**src/rtl/spi_frame_rx.sv**
```systemverilog
// Oversampled SPI mode-0 slave receiver: synchronizes SCK/SSEL/DATA_IN, shifts DATA_W bits MSB first,
// validates the frame on SSEL release. Optional watchdog enabled by defining SPI_RX_TIMEOUT_EN.
module spi_frame_rx #(
    parameter int DATA_W      = 32,
    parameter int SYNC_STAGES = 2
`ifdef SPI_RX_TIMEOUT_EN
    ,
    parameter logic [23:0] TIMEOUT_CYCLES = 24'd1_000_000
`endif
) (
    input  logic              clk,
    input  logic              reset_n,
    input  logic              en,
    input  logic              SCK,
    input  logic              SSEL,
    input  logic              DATA_IN,
    output logic [DATA_W-1:0] rx_out,
    output logic              rdy,
    output logic              frame_err,
    output logic [7:0]        err_cnt,
    output logic              busy,
    output logic              link_lost
);

    localparam int CNT_W = $clog2(DATA_W + 1);
    localparam logic [CNT_W-1:0] FULL_CNT = CNT_W'(DATA_W);

    typedef enum logic [1:0] {
        ST_IDLE  = 2'd0,
        ST_SHIFT = 2'd1,
        ST_CHECK = 2'd2
    } state_t;

    // Element 0 of each chain is the raw pin; element SYNC_STAGES is the synchronized copy.
    logic [SYNC_STAGES:0] sck_chain;
    logic [SYNC_STAGES:0] ssel_chain;
    logic [SYNC_STAGES:0] data_chain;

    assign sck_chain[0]  = SCK;
    assign ssel_chain[0] = SSEL;
    assign data_chain[0] = DATA_IN;

    genvar gi;
    generate
        for (gi = 0; gi < SYNC_STAGES; gi++) begin : g_sync
            always_ff @(posedge clk or negedge reset_n) begin
                if (!reset_n) begin
                    sck_chain[gi+1]  <= 1'b0;
                    ssel_chain[gi+1] <= 1'b1;
                    data_chain[gi+1] <= 1'b0;
                end else begin
                    sck_chain[gi+1]  <= sck_chain[gi];
                    ssel_chain[gi+1] <= ssel_chain[gi];
                    data_chain[gi+1] <= data_chain[gi];
                end
            end
        end
    endgenerate

    logic sck_sync;
    logic ssel_sync;
    logic data_sync;
    logic sck_d_reg;
    logic ssel_d_reg;

    assign sck_sync  = sck_chain[SYNC_STAGES];
    assign ssel_sync = ssel_chain[SYNC_STAGES];
    assign data_sync = data_chain[SYNC_STAGES];

    always_ff @(posedge clk or negedge reset_n) begin
        if (!reset_n) begin
            sck_d_reg  <= 1'b0;
            ssel_d_reg <= 1'b1;
        end else begin
            sck_d_reg  <= sck_sync;
            ssel_d_reg <= ssel_sync;
        end
    end

    logic sck_rise;
    logic ssel_fall;
    logic ssel_rise;

    assign sck_rise  = sck_sync & ~sck_d_reg;
    assign ssel_fall = ~ssel_sync & ssel_d_reg;
    assign ssel_rise = ssel_sync & ~ssel_d_reg;

    state_t            state_reg;
    logic [DATA_W-1:0] shift_reg;
    logic [CNT_W-1:0]  bit_cnt_reg;
    logic              overrun_reg;
    logic [DATA_W-1:0] rx_out_reg;
    logic              rdy_reg;
    logic              frame_err_reg;
    logic [7:0]        err_cnt_reg;
    logic              busy_reg;

    always_ff @(posedge clk or negedge reset_n) begin
        if (!reset_n) begin
            state_reg     <= ST_IDLE;
            shift_reg     <= '0;
            bit_cnt_reg   <= '0;
            overrun_reg   <= 1'b0;
            rx_out_reg    <= '0;
            rdy_reg       <= 1'b0;
            frame_err_reg <= 1'b0;
            err_cnt_reg   <= 8'd0;
            busy_reg      <= 1'b0;
        end else begin
            rdy_reg       <= 1'b0;
            frame_err_reg <= 1'b0;
            case (state_reg)
                ST_IDLE: begin
                    if (en && ssel_fall) begin
                        state_reg   <= ST_SHIFT;
                        bit_cnt_reg <= '0;
                        overrun_reg <= 1'b0;
                        busy_reg    <= 1'b1;
                    end
                end
                ST_SHIFT: begin
                    if (!en) begin
                        state_reg <= ST_IDLE;
                        busy_reg  <= 1'b0;
                    end else if (ssel_rise) begin
                        // A coincident SCK edge is dropped: the frame is already over.
                        state_reg <= ST_CHECK;
                        busy_reg  <= 1'b0;
                    end else if (sck_rise) begin
                        if (bit_cnt_reg == FULL_CNT) begin
                            overrun_reg <= 1'b1;
                        end else begin
                            shift_reg   <= {shift_reg[DATA_W-2:0], data_sync};
                            bit_cnt_reg <= bit_cnt_reg + 1'b1;
                        end
                    end
                end
                ST_CHECK: begin
                    state_reg <= ST_IDLE;
                    if (en) begin
                        if ((bit_cnt_reg == FULL_CNT) && !overrun_reg) begin
                            rx_out_reg <= shift_reg;
                            rdy_reg    <= 1'b1;
                        end else begin
                            frame_err_reg <= 1'b1;
                            if (err_cnt_reg != 8'hFF) begin
                                err_cnt_reg <= err_cnt_reg + 8'd1;
                            end
                        end
                    end
                end
                default: begin
                    state_reg <= ST_IDLE;
                    busy_reg  <= 1'b0;
                end
            endcase
        end
    end

    assign rx_out    = rx_out_reg;
    assign rdy       = rdy_reg;
    assign frame_err = frame_err_reg;
    assign err_cnt   = err_cnt_reg;
    assign busy      = busy_reg;

`ifdef SPI_RX_TIMEOUT_EN
    logic [23:0] wd_cnt_reg;
    logic        link_lost_reg;

    // Counter parks at TIMEOUT_CYCLES; link_lost is sticky until the next good word.
    always_ff @(posedge clk or negedge reset_n) begin
        if (!reset_n) begin
            wd_cnt_reg    <= 24'd0;
            link_lost_reg <= 1'b0;
        end else if (!en) begin
            wd_cnt_reg <= 24'd0;
        end else if (rdy_reg) begin
            wd_cnt_reg    <= 24'd0;
            link_lost_reg <= 1'b0;
        end else begin
            if (wd_cnt_reg != TIMEOUT_CYCLES) begin
                wd_cnt_reg <= wd_cnt_reg + 24'd1;
            end
            if (wd_cnt_reg >= (TIMEOUT_CYCLES - 24'd1)) begin
                link_lost_reg <= 1'b1;
            end
        end
    end

    assign link_lost = link_lost_reg;
`else
    assign link_lost = 1'b0;
`endif

endmodule

```
**config.mk**
```make
export PLATFORM = sky130hd
export DESIGN_NAME = spi_frame_rx
export DESIGN_NICKNAME = d
export VERILOG_FILES = /design/src/rtl/spi_frame_rx.sv
export SDC_FILE = /design/constraint.sdc
export NUM_CORES = 1
export LEC_CHECK = 0
export CAP_MARGIN = 40
export CORE_MARGIN = 5
export CORE_UTILIZATION = 59
export DETAILED_ROUTE_END_ITERATION = 8
export GPL_TIMING_DRIVEN = 0
export PLACE_DENSITY = 0.85
export SLEW_MARGIN = 25
export SYNTH_ARGS = -nofsm -noshare
export SYNTH_HDL_FRONTEND = slang
export SYNTH_SLANG_ARGS = --single-unit
```
**constraint.sdc**
```tcl
create_clock -name clk -period 4.2 [get_ports clk]
set_input_delay 0.42 -clock clk [delete_from_list [all_inputs] [get_ports clk]]
set_output_delay 0.42 -clock clk [all_outputs]
set_load 0.05 [all_outputs]
```
==> reports/summary.json, run 1 <==
{
  "clock_network": {
    "clk_transition_reported_paths_ns": 0.08,
    "post_cts_resized": 0,
    "cts_made_buffers": 9,
    "clock_tree.buffer_depth": 2,
    "cts_tree": "yes",
    "clock_latency_ns": 0.34,
    "cts_htree_levels": 3,
    "cts_num_sinks": 92,
    "clock-root-buffer": "clkbuf_8"
  },
  "logic_synthesis": {
    "post-synth-top-area-fraction_pct": 58.36,
    "postSynthCellCount": 255,
    "combinational_family_with_the_most_area_after_synthesis": "multiplexers",
    "netlist_area_before_placement_um2": 3816,
    "synth.avg_cell_area_um2": 14.97,
    "mappedNetlistNets": 264,
    "ys_seq_area_share_pct": 60.43,
    "ys.warnings.count": 0,
    "yosys-top-cells-area": "dfrtp_1 58%, mux2_4 11%, mux2_1 8.6%, mux2_2 2.4%, dfstp_2 2.1%",
    "mux_contribution_to_synthesized_area_pct": 22.33,
    "post_synth_fa_ha_maj_area_fraction_pct": 0.9836,
    "synth.lib_cells_used.distinct": 43,
    "synth_xor_area_share_pct": 1.148,
    "synth.ff_latch_count": 92,
    "synth_simple_gate_area_share_pct": 7.836,
    "synthDominantAreaCellType": "dfrtp_1",
    "synth_compound_area_share_pct": 3.934
  },
  "grt": {
    "grt_pass1_wl_mm": 11.03,
    "grt_pass1_vias": 2243,
    "globalRoute.busiestLayer": "met2",
    "grt.met1_usage_pct": 22.48,
    "grtUsageMet2_pct": 25.61,
    "grt_start_max_net_pins": 53,
    "grt_remaining_overflow": 0,
    "grt_usage_pct": 16.25,
    "grt_antenna_before_repair": 0,
    "groute.layer.met3.usage_pct": 3.917
  },
  "setup_path": {
    "timing.critical_path.required_ns": 4.42,
    "crit_path_end_kind": "flip-flop",
    "startpoint_type": "input port",
    "data_arrival_time_at_the_worst_slack_endpoint_ns": 2.47,
    "crit_path_max_fanout": 10,
    "worstSetupPathType": "in2reg"
  },
  "power_and_ir_drop": {
    "p_leak_nw": 2.342,
    "share_comb_of_total_power_pct": 7.2,
    "vdd.ir_drop.worst_v": 0.0002344,
    "power_density_nw_per_um2": 353.6,
    "switching_share_pct": 23.26,
    "cell_internal_pwr_mw": 1.257,
    "clkPwrFrac_pct": 35.9,
    "power_switching_uw": 381.0,
    "report.power.total_mw": 1.638,
    "p_seq_share_pct": 56.9
  },
  "place": {
    "place_area_um2": 4422,
    "port_buffers": 48,
    "place_congestion": 0.8522,
    "dpl.hpwl_mm": 4.304
  },
  "finish": {
    "insertedDiodeCount": 0,
    "drive_gt1_share_pct": 22.19,
    "postLayoutCellArea_um2": 4632,
    "final_nets": 325,
    "synthToLayoutAreaGrowth_pct": 21.38
  },
  "drt": {
    "dr.first_iter.drc_count": 68,
    "post-route-drc-count": 0,
    "detail_route.wl_per_cell_um": 15.72,
    "first_pass_iters": 4,
    "ant_nets": 0,
    "detail_route.vias_per_cell": 5.471,
    "route.vias.total": 2172,
    "finalWirelength_mm": 6.241
  },
  "sta": {
    "final_period_utilization_pct": 53.57,
    "finalWorstPathRequiredPeriod_ns": 2.250,
    "hold_viol_final": 0,
    "unrepaired_setup_endpoints_after_global_routing": "no",
    "skew_ns": 0.01166,
    "relSlewSlack_pct": 64.29,
    "slew_viol_final": 0,
    "setup_violations": 0,
    "worstMarginPinSlew_ns": 0.5334,
    "fin_setup_tns_ns": 0,
    "fmax_mhz": 444.5,
    "timing.hold.ws_ns": 0.3553
  },
  "die": {
    "row_count": 29,
    "fp.dieH_um": 90.43,
    "ios": 50,
    "design.die.area_um2": 8177,
    "core_area_um2": 6314,
    "floorplan.initialDensity_pct": 60.44,
    "die_w_um": 90.43
  },
  "job": {
    "max_cap_viol_count": 0
  },
  "hold_path": {
    "worst_hold_path_type": "reg2reg"
  },
  "outcome": {
    "run_status": "completed"
  }
}
==> cells in the mapped netlist (all sizes together) <==
library cell,number
dfrtp,89
mux2,66
nand2,12
buf,10
nor2,8
nand3,6
inv,5
nand4,5
xor2,5
a31oi,4
nor2b,4
a21oi,3
dfstp,3
ha,3
nor4b,3
o211ai,3
and3,2
clkbuf,2
nand2b,2
nor3,2
nor4,2
o21ai,2
a21o,1
a22o,1
a31o,1
a41o,1
conb,1
nand3b,1
nand4bb,1
o2111a,1
o21a,1
o21bai,1
o221ai,1
o31ai,1
or3,1
or4b,1
==> cell families after synthesis <==
| logic type | Yosys count |
|---|---|
| xor+xnor | 5 |
| mux | 66 |
| buf+inv | 17 |
| other cells | 1 |
| fa+ha+maj | 3 |
| flops | 92 |
| simple gates | 50 |
| compound gates | 21 |
==> layout by cell type, fill, tap and decap left out, types with 6 or more instances in the layout <==
cell type	instances
clkbuf_8	11
mux2_1	29
dfrtp_1	89
mux2_4	29
nand2_1	12
clkdlybuf4s50_1	47
mux2_2	8
nor2_1	8
buf_6	8
nand3_1	6
==> power by group through the flow <==
stage	clock (mW)	sequential [mW]	combinational, mW
2_1_floorplan	0	0.971	0.0420
3_3_place_gp	0	0.947	0.113
3_5_place_dp	0	0.948	0.119
4_1_cts	0.607	0.931	0.120
5_1_grt	0.646	0.936	0.132
6_report	0.588	0.931	0.118
==> path summary, 6_finish.rpt <==
| kind | endpoint | cells after the start | slack, ns | start |
|---|---|---|---|---|
| hold / removal | sck_sync | 0 | 0.36 | sck_chain[1] |
| min in group asynchronous | rx_out[26] | 2 | 0.54 | reset_n |
| setup reg to reg | shift_reg[0] | 6 | 2.00 | ssel_d_reg |
| hold reg to reg | sck_sync | 0 | 0.36 | sck_chain[1] |
| max in group asynchronous | ssel_d_reg | 3 | 3.03 | reset_n |
| setup / recovery | shift_reg[0] | 7 | 1.95 | en |
==> timing repair <==
| action | 4_1_cts | 5_1_grt |
|---|---|---|
| hold buffers | 1 | 0 |
| hold endpoints to repair | 40 | 0 |
| setup buffers | 0 | 0 |
==> worst max-delay path, cell delays in order <==
cell and delay [ns]:
clkdlybuf4s50_1 0.56, nand2b_4 0.10, nor4b_4 0.48, and3_1 0.23, buf_4 0.17, buf_6 0.16
mux2_1 0.35
==> routing by layer <==
layer,part of all wire [%],vias up
li1,-,1038
met1,46,1070
met2,49,56
met3,4.6,8
met4,0.77,0
met5,0,-
==> layout make-up <==
class | count | area (µm²)
multi-input combinational | 146 | 1386
inverter | 5 | 18.77
clock inverter | 4 | 48.80
tap | 77 | 96.34
sequential | 92 | 2306
clock buffer | 11 | 151.4
timing repair buffer | 50 | 519.2
buffer | 12 | 105.1
fill | 398 | 1682
==> metrics by stage <==
step           utilization [%]  instances  worst slack, ns
2_1_floorplan                -        255            2.242
3_3_place_gp             69.58        380          -0.4577
3_5_place_dp             70.04        381            1.610
4_1_cts                  73.37        397            1.981
5_1_grt                  73.37        397            1.866
6_report                 73.37        397            1.950
Power figures use the tool's default switching activity.
==> run 2, diff against run 1 <==
--- a/config.mk
+++ b/config.mk
@@ -7,10 +7,10 @@
 export LEC_CHECK = 0
 export CAP_MARGIN = 40
 export CORE_MARGIN = 5
-export CORE_UTILIZATION = 59
+export CORE_UTILIZATION = 49
 export DETAILED_ROUTE_END_ITERATION = 8
 export GPL_TIMING_DRIVEN = 0
-export PLACE_DENSITY = 0.85
+export PLACE_DENSITY = 0.75
 export SLEW_MARGIN = 25
 export SYNTH_ARGS = -nofsm -noshare
 export SYNTH_HDL_FRONTEND = slang
==> constraint.sdc (replaced) <==
create_clock -name clk -period 2 [get_ports clk]
set_input_delay 0.2 -clock clk [delete_from_list [all_inputs] [get_ports clk]]
set_output_delay 0.2 -clock clk [all_outputs]
set_load 0.05 [all_outputs]
==> run 2 against run 1 <==
  * Wire length grew 1.3%
  * Non-clock buffer count increased by 6
  * Hold slack lost 0.099 ns
  * Combinational power rose by 140%
  * Count of clock-buffer cells in the layout unchanged
  * Die area rose by 18%
  * Clock skew up 0.0025 ns
  * Sequential power rose by 110%
  * Global-route usage is 2.5 points lower
  * Via count grew 2.8%
==> reports/summary.json, run 2 (same netlist as run 1, synthesis figures left out) <==
{
  "outcome": {
    "run_status": "completed"
  },
  "hold_path": {
    "hp-start": "SSEL",
    "worst_hold_path_type": "in2reg",
    "min_delay_path_depth": {"value": 1, "change": "+1"},
    "timing.hold.worst_endpoint": "ssel_chain[1]"
  },
  "die": {
    "ios": {"value": 50, "change": "unchanged"},
    "die_w": {"value": 98.25, "unit": "µm", "change": "+8.7%"},
    "core_area": {"value": 7647, "unit": "µm²", "change": "+21%"},
    "fp.dieH": {"value": 98.25, "unit": "µm", "change": "+8.7%"},
    "design.die.area": {"value": 9653, "unit": "µm²", "change": "+18%"},
    "floorplan.initialDensity": {"value": 49.90, "unit": "%", "change": "-11 points"},
    "row_count": {"value": 32, "change": "+10%"}
  },
  "finish": {
    "insertedDiodeCount": {"value": 0, "change": "unchanged"},
    "final_common_cell": "dfrtp_1",
    "mostFrequentLayoutCells": "89 x dfrtp_1, 47 x clkdlybuf4s50_1, 31 x mux2_4",
    "synthToLayoutAreaGrowth_pct": 23.87,
    "finish.cell_count_without_fillers": {"value": 429, "change": "+8.1%"},
    "postLayoutCellArea": {"value": 4727, "unit": "µm²", "change": "+2.1%"},
    "drive_gt1_share": {"value": 24.46, "unit": "%", "change": "+2.3 points"},
    "final_nets": {"value": 331, "change": "+1.8%"}
  },
  "sta": {
    "hold_viol_final": {"value": 0, "change": "unchanged"},
    "skew": {"value": 0.01420, "unit": "ns", "change": "+0.002538 ns"},
    "finalWorstPathRequiredPeriod_ns": 1.968,
    "setup_violations": {"value": 0, "change": "unchanged"},
    "worstMarginPinSlew": {"value": 0.5418, "unit": "ns", "change": "+0.008358 ns"},
    "slew_viol_final": {"value": 0, "change": "unchanged"},
    "unrepaired_setup_endpoints_after_global_routing": "yes",
    "fmax_mhz": 508.1,
    "relSlewSlack": {"value": 63.77, "unit": "%", "change": "-0.52 points"},
    "final_period_utilization_pct": 98.40
  },
  "grt": {
    "grt_remaining_overflow": {"value": 0, "change": "unchanged"},
    "grt_start_max_net_pins": {"value": 61, "change": "+15%"},
    "grt_pass1_wl": {"value": 10.86, "unit": "mm", "change": "-1.6%"},
    "grt_pass1_vias": {"value": 2266, "change": "+1.0%"},
    "grt_usage": {"value": 13.71, "unit": "%", "change": "-2.5 points"},
    "grt_antenna_before_repair": {"value": 0, "change": "unchanged"}
  },
  "place": {
    "placed_cells": {"value": 406, "change": "+6.6%"},
    "dpl.hpwl": {"value": 4.237, "unit": "mm", "change": "-1.6%"},
    "place_area": {"value": 4453, "unit": "µm²", "change": "+0.71%"},
    "place_congestion": {"value": 0.8675, "change": "+1.8%"},
    "port_buffers": {"value": 48, "change": "unchanged"}
  },
  "drt": {
    "detail_route.wl_per_cell": {"value": 14.74, "unit": "µm", "change": "-6.2%"},
    "post-route-drc-count": {"value": 0, "change": "unchanged"},
    "first_pass_iters": {"value": 4, "change": "unchanged"},
    "finalWirelength": {"value": 6.324, "unit": "mm", "change": "+1.3%"},
    "detail_route.vias_per_cell": {"value": 5.203, "change": "-4.9%"},
    "ant_nets": {"value": 0, "change": "unchanged"},
    "route.vias.total": {"value": 2232, "change": "+2.8%"},
    "dr.first_iter.drc_count": {"value": 88, "change": "+29%"}
  },
  "setup_path": {
    "r2r_cells": {"value": 8, "change": "+2"},
    "timing.critical_path.required": {"value": 2.24, "unit": "ns", "change": "-2.18 ns"},
    "r2r_slack": {"value": 0.03, "unit": "ns", "change": "-1.97 ns"},
    "worst_flop_to_flop_path_startpoint": "bit_cnt_reg[1]",
    "crit_path_max_fanout": {"value": 10, "change": "unchanged"},
    "data_arrival_time_at_the_worst_slack_endpoint": {"value": 2.21, "unit": "ns", "change": "-0.26 ns"},
    "r2r_end": "rx_out[23]",
    "crit_path_end_kind": "flip-flop",
    "worstSetupPathType": "reg2reg",
    "startpoint_type": "flip-flop"
  },
  "power_and_ir_drop": {
    "power_switching": {"value": 846.9, "unit": "µW", "change": "+120%"},
    "power_density": {"value": 731.3, "unit": "nW/µm²", "change": "+110%"},
    "switching_share": {"value": 24.50, "unit": "%", "change": "+1.2 points"},
    "p_leak": {"value": 2.379, "unit": "nW", "change": "+1.6%"},
    "clkPwrFrac": {"value": 35.3, "unit": "%", "change": "-0.6 points"},
    "p_seq_share": {"value": 56.6, "unit": "%", "change": "-0.3 points"},
    "share_comb_of_total_power": {"value": 8.1, "unit": "%", "change": "+0.9 points"},
    "cell_internal_pwr": {"value": 2.610, "unit": "mW", "change": "+110%"},
    "report.power.total": {"value": 3.457, "unit": "mW", "change": "+110%"},
    "vdd.ir_drop.worst": {"value": 0.0004025, "unit": "V", "change": "+72%"}
  },
  "clock_network": {
    "cts_tree": "yes",
    "clk_transition_reported_paths": {"value": 0.09, "unit": "ns", "change": "about the same"},
    "clock_latency": {"value": 0.35, "unit": "ns", "change": "about the same"},
    "clock-root-buffer": "clkbuf_8",
    "cts_htree_levels": {"value": 3, "change": "unchanged"},
    "cts_made_buffers": {"value": 9, "change": "unchanged"},
    "cts_num_sinks": {"value": 92, "change": "unchanged"},
    "clock_tree.buffer_depth": {"value": 2, "change": "unchanged"}
  },
  "job": {
    "max_cap_viol_count": {"value": 0, "change": "unchanged"}
  }
}
[run 2: cell count changes in the layout (fill, tap and decap cells not counted), moves of 2 or more]
cell,previous run,this run
buf_4,2,8
clkbuf_1,2,4
clkbuf_8,11,9
mux2_1,29,27
mux2_4,29,31
[run 2: power by group through the flow]
stage	combinational, mW	clock (mW)	sequential [mW]
detailed placement	0.253	0	1.99
finish	0.282	1.22	1.96
CTS	0.272	1.26	1.96
floorplan	0.0882	0	2.04
global placement	0.240	0	1.99
global route	0.309	1.34	1.96
[run 2: critical path, stage by stage (launching register included)]
cell     delay, ns
dfrtp_1       0.39
inv_2         0.06
ha_2          0.16
nor4b_4       0.20
nand2_1       0.10
or3_1         0.33
buf_6         0.15
buf_6         0.15
mux2_4        0.30
[run 2: what timing repair did]
action	CTS	global route
endpoints found under the hold margin	32	0
cloned	0	0
endpoints found under the setup margin	59	29
resized for setup	1	6
setup buffers	3	3
pin swaps	1	1
hold buffers	1	0
[run 2: routing by layer]
layer	wire length [µm]	vias up	global-route usage, %
met5	0	-	0
met2	2976	48	20.68
met1	2956	1143	18.43
li1	-	1034	-
met3	321	7	4.643
met4	70	0	5.252
[run 2: worst max path at each step]
| stage | from | to | slack (ns) | cells after the start |
|---|---|---|---|---|
| 3_3_place_gp | reset_n | rx_out[27] | -2.54 | 1 |
| 2_1_floorplan | ssel_d_reg | shift_reg[0] | 0.04 | 6 |
| 4_1_cts | bit_cnt_reg[1] | rx_out[23] | 0.008 | 8 |
| 5_1_grt | bit_cnt_reg[0] | rx_out[7] | -0.07 | 8 |
| 6_report | bit_cnt_reg[1] | rx_out[23] | 0.03 | 8 |
| 3_5_place_dp | en | shift_reg[21] | -0.38 | 7 |
[run 2: area by class of cell]
type                       instances  area [µm²]
inverter                           5       18.77
sequential                        92        2306
tap                              102       127.6
fill                             588        2920
multi-input combinational        146        1405
buffer                            12       113.9
clock buffer                      11       131.4
clock inverter                     5       60.06
timing repair buffer              56       564.3
[run 2: metrics by stage]
step | setup TNS [ns] | worst slack, ns | util [%] | hold slack (ns)
final | 0 | 0.03207 | 61.81 | 0.2561
after global routing | -1.653 | -0.06796 | 61.81 | 0.2294
after CTS | 0 | 0.007766 | 61.27 | 0.2257
after detailed placement | -12.61 | -0.3780 | 58.23 | 0.1074
after global placement | -240.17 | -2.536 | 57.85 | 0.3365
after floorplan | 0 | 0.04199 | - | -0.09559
==> run 3, diff against run 2 <==
--- a/config.mk
+++ b/config.mk
@@ -11,7 +11,8 @@
 export DETAILED_ROUTE_END_ITERATION = 8
 export GPL_TIMING_DRIVEN = 0
 export PLACE_DENSITY = 0.75
-export SLEW_MARGIN = 25
+export SLEW_MARGIN = 40
 export SYNTH_ARGS = -nofsm -noshare
 export SYNTH_HDL_FRONTEND = slang
 export SYNTH_SLANG_ARGS = --single-unit
+export TNS_END_PERCENT = 10
==> run 3 against run 2 <==
  * Count of clock-buffer cells in the layout unchanged
  * Cell area is 1.3% higher
  * Worst setup slack worse by 0.0084 ns
  * Sequential share of layout area decreased by 0.60 points
  * Die area is the same
  * Non-clock buffer count up 2
  * Largest cell class unchanged
  * Highest routed layer unchanged
==> reports/summary.json, run 3 (same netlist as run 1, synthesis figures left out) <==
{
  "clock_network": {
    "cts_num_sinks": {"value": 92, "change": "unchanged"},
    "cts_made_buffers": {"value": 9, "change": "unchanged"},
    "clock_latency": {"value": 0.36, "unit": "ns", "change": "about the same"},
    "clock_tree.buffer_depth": {"value": 2, "change": "unchanged"},
    "cts_tree": "yes",
    "cts_htree_levels": {"value": 3, "change": "unchanged"},
    "clock-root-buffer": "clkbuf_8",
    "clk_transition_reported_paths": {"value": 0.09, "unit": "ns", "change": "about the same"}
  },
  "grt": {
    "grt_pass1_wl": {"value": 10.85, "unit": "mm", "change": "about the same"},
    "grt_antenna_before_repair": {"value": 0, "change": "unchanged"},
    "grt_remaining_overflow": {"value": 0, "change": "unchanged"},
    "grt_usage": {"value": 13.71, "unit": "%", "change": "unchanged"},
    "grt_pass1_vias": {"value": 2252, "change": "-0.62%"},
    "grt_start_max_net_pins": {"value": 61, "change": "unchanged"}
  },
  "setup_path": {
    "data_arrival_time_at_the_worst_slack_endpoint": {"value": 2.22, "unit": "ns", "change": "about the same"},
    "cell_by_cell_trace_of_the_critical_path": "inv_2, ha_4, nor4b_4, nand2_1, or3_1, buf_6, buf_12, mux2_4",
    "startpoint_type": "flip-flop",
    "timing.critical_path.required": {"value": 2.24, "unit": "ns", "change": "about the same"},
    "critical-path-max-stage-delay": {"value": 0.43, "unit": "ns", "change": "+0.04 ns"},
    "worstSetupPathType": "reg2reg",
    "critPathSlowestCell": "dfrtp_2",
    "crit_path_max_fanout": {"value": 10, "change": "unchanged"},
    "crit_path_end_kind": "flip-flop"
  },
  "finish": {
    "final_common_cell": "dfrtp_1",
    "finish.cell_count_without_fillers": {"value": 431, "change": "+0.47%"},
    "insertedDiodeCount": {"value": 0, "change": "unchanged"},
    "mostFrequentLayoutCells": "88 x dfrtp_1, 47 x clkdlybuf4s50_1, 31 x mux2_4",
    "area.sequential": {"value": 2307, "unit": "µm²", "change": "about the same"},
    "final.fill_count": {"value": 584, "change": "-0.68%"},
    "drive_gt1_share": {"value": 25.53, "unit": "%", "change": "+1.1 points"},
    "synthToLayoutAreaGrowth_pct": 25.48,
    "multi_input_combinational_cell_area": {"value": 1415, "unit": "µm²", "change": "+0.71%"},
    "final_nets": {"value": 333, "change": "+0.60%"}
  },
  "die": {
    "design.die.area": {"value": 9653, "unit": "µm²", "change": "unchanged"},
    "fp.dieH": {"value": 98.25, "unit": "µm", "change": "unchanged"},
    "core_area": {"value": 7647, "unit": "µm²", "change": "unchanged"},
    "floorplan.initialDensity": {"value": 49.90, "unit": "%", "change": "unchanged"},
    "row_count": {"value": 32, "change": "unchanged"},
    "die_w": {"value": 98.25, "unit": "µm", "change": "unchanged"},
    "ios": {"value": 50, "change": "unchanged"}
  },
  "sta": {
    "fin_setup_tns": {"value": 0, "unit": "ns", "change": "unchanged"},
    "setup_violations": {"value": 0, "change": "unchanged"},
    "hold_viol_final": {"value": 0, "change": "unchanged"},
    "fmax": {"value": 506.0, "unit": "MHz", "change": "-0.42%"},
    "worstMarginPinSlew": {"value": 0.5405, "unit": "ns", "change": "-0.001251 ns"},
    "unrepaired_setup_endpoints_after_global_routing": "yes",
    "final_period_utilization": {"value": 98.82, "unit": "%", "change": "+0.42 points"},
    "timing.hold.ws": {"value": 0.2544, "unit": "ns", "change": "-0.001695 ns"},
    "slew_viol_final": {"value": 0, "change": "unchanged"},
    "finalWorstPathRequiredPeriod": {"value": 1.976, "unit": "ns", "change": "+0.008397 ns"},
    "skew": {"value": 0.01496, "unit": "ns", "change": "+0.0007591 ns"},
    "relSlewSlack": {"value": 63.85, "unit": "%", "change": "+0.084 points"}
  },
  "power_and_ir_drop": {
    "power_density": {"value": 724.6, "unit": "nW/µm²", "change": "-0.91%"},
    "vdd.ir_drop.worst": {"value": 0.0004021, "unit": "V", "change": "about the same"},
    "p_leak": {"value": 2.408, "unit": "nW", "change": "+1.2%"},
    "report.power.total": {"value": 3.470, "unit": "mW", "change": "+0.37%"}
  },
  "drt": {
    "ant_nets": {"value": 0, "change": "unchanged"},
    "detail_route.wl_per_cell": {"value": 14.97, "unit": "µm", "change": "+1.6%"},
    "post-route-drc-count": {"value": 0, "change": "unchanged"},
    "dr.first_iter.drc_count": {"value": 107, "change": "+22%"},
    "detail_route.vias_per_cell": {"value": 5.204, "change": "about the same"},
    "route.vias.total": {"value": 2243, "change": "+0.49%"},
    "first_pass_iters": {"value": 4, "change": "unchanged"},
    "finalWirelength": {"value": 6.453, "unit": "mm", "change": "+2.0%"}
  },
  "place": {
    "place_congestion": {"value": 0.8675, "change": "unchanged"},
    "placed_cells": {"value": 406, "change": "unchanged"},
    "port_buffers": {"value": 48, "change": "unchanged"},
    "dpl.hpwl": {"value": 4.237, "unit": "mm", "change": "unchanged"}
  },
  "hold_path": {
    "worst_hold_path_type": "in2reg"
  },
  "job": {
    "max_cap_viol_count": {"value": 0, "change": "unchanged"}
  },
  "outcome": {
    "run_status": "completed"
  }
}
## run 3: metrics by stage
step                util (%)  area (µm²)  worst slack, ns
finish                 62.61        4788          0.02367
global route           62.61        4788         -0.07334
CTS                    61.08        4671         -0.05839
detailed placement     58.23        4453          -0.3780
global placement       57.85        4424           -2.536
floorplan                  -        3816          0.04199
## run 3: power by group
part | leakage, nW | switching [mW] | internal, mW | total, mW
clock network | 0.0939 | 0.639 | 0.584 | 1.22
logic | 1.06 | 0.166 | 0.123 | 0.289
registers | 1.25 | 0.0492 | 1.91 | 1.96
## run 3: critical path: cells and delay by family, from the launching register on
| kind | cells | cell delay (ns) |
|---|---|---|
| AND/OR/NAND/NOR | 3 | 0.62 |
| flip-flops | 1 | 0.43 |
| buffers and inverters | 3 | 0.39 |
| multiplexers | 1 | 0.29 |
| adder cells (fa/ha/maj) | 1 | 0.12 |
## run 3: final cells by class
cell class	count	share of cell area [%]
Clock buffer	11	2.744
Inverter	5	0.3920
Buffer	12	2.744
Tap cell	102	2.665
Sequential cell	92	48.18
Clock inverter	5	1.254
Multi-Input combinational cell	146	29.55
Timing Repair Buffer	58	12.46
## run 3: routing by layer
| metal | vias up | wire [µm] | GRT usage, % |
|---|---|---|---|
| met3 | 7 | 354 | 4.643 |
| met4 | 0 | 55 | 5.252 |
| met2 | 57 | 3050 | 20.47 |
| met5 | - | 0 | 0 |
| met1 | 1139 | 2993 | 18.62 |
| li1 | 1040 | - | - |
## run 3: final timing paths
path / from / end / slack [ns] / depth (start not counted)
max in group asynchronous: reset_n / ssel_d_reg / 1.10 / 3
min in group asynchronous: reset_n / rx_out[7] / 0.29 / 2
min: SSEL / ssel_chain[1] / 0.25 / 1
max: bit_cnt_reg[0] / rx_out[23] / 0.02 / 8
max reg2reg: bit_cnt_reg[0] / rx_out[23] / 0.02 / 8
min reg2reg: sck_chain[1] / sck_sync / 0.36 / 0
## run 3: timing repair
action	in CTS	in global routing
endpoints found under the setup margin	59	60
gates cloned	0	1
hold buffers	1	0
pin swaps	1	1
resized for setup	1	13
setup buffers	1	6
hold endpoints to repair	32	0
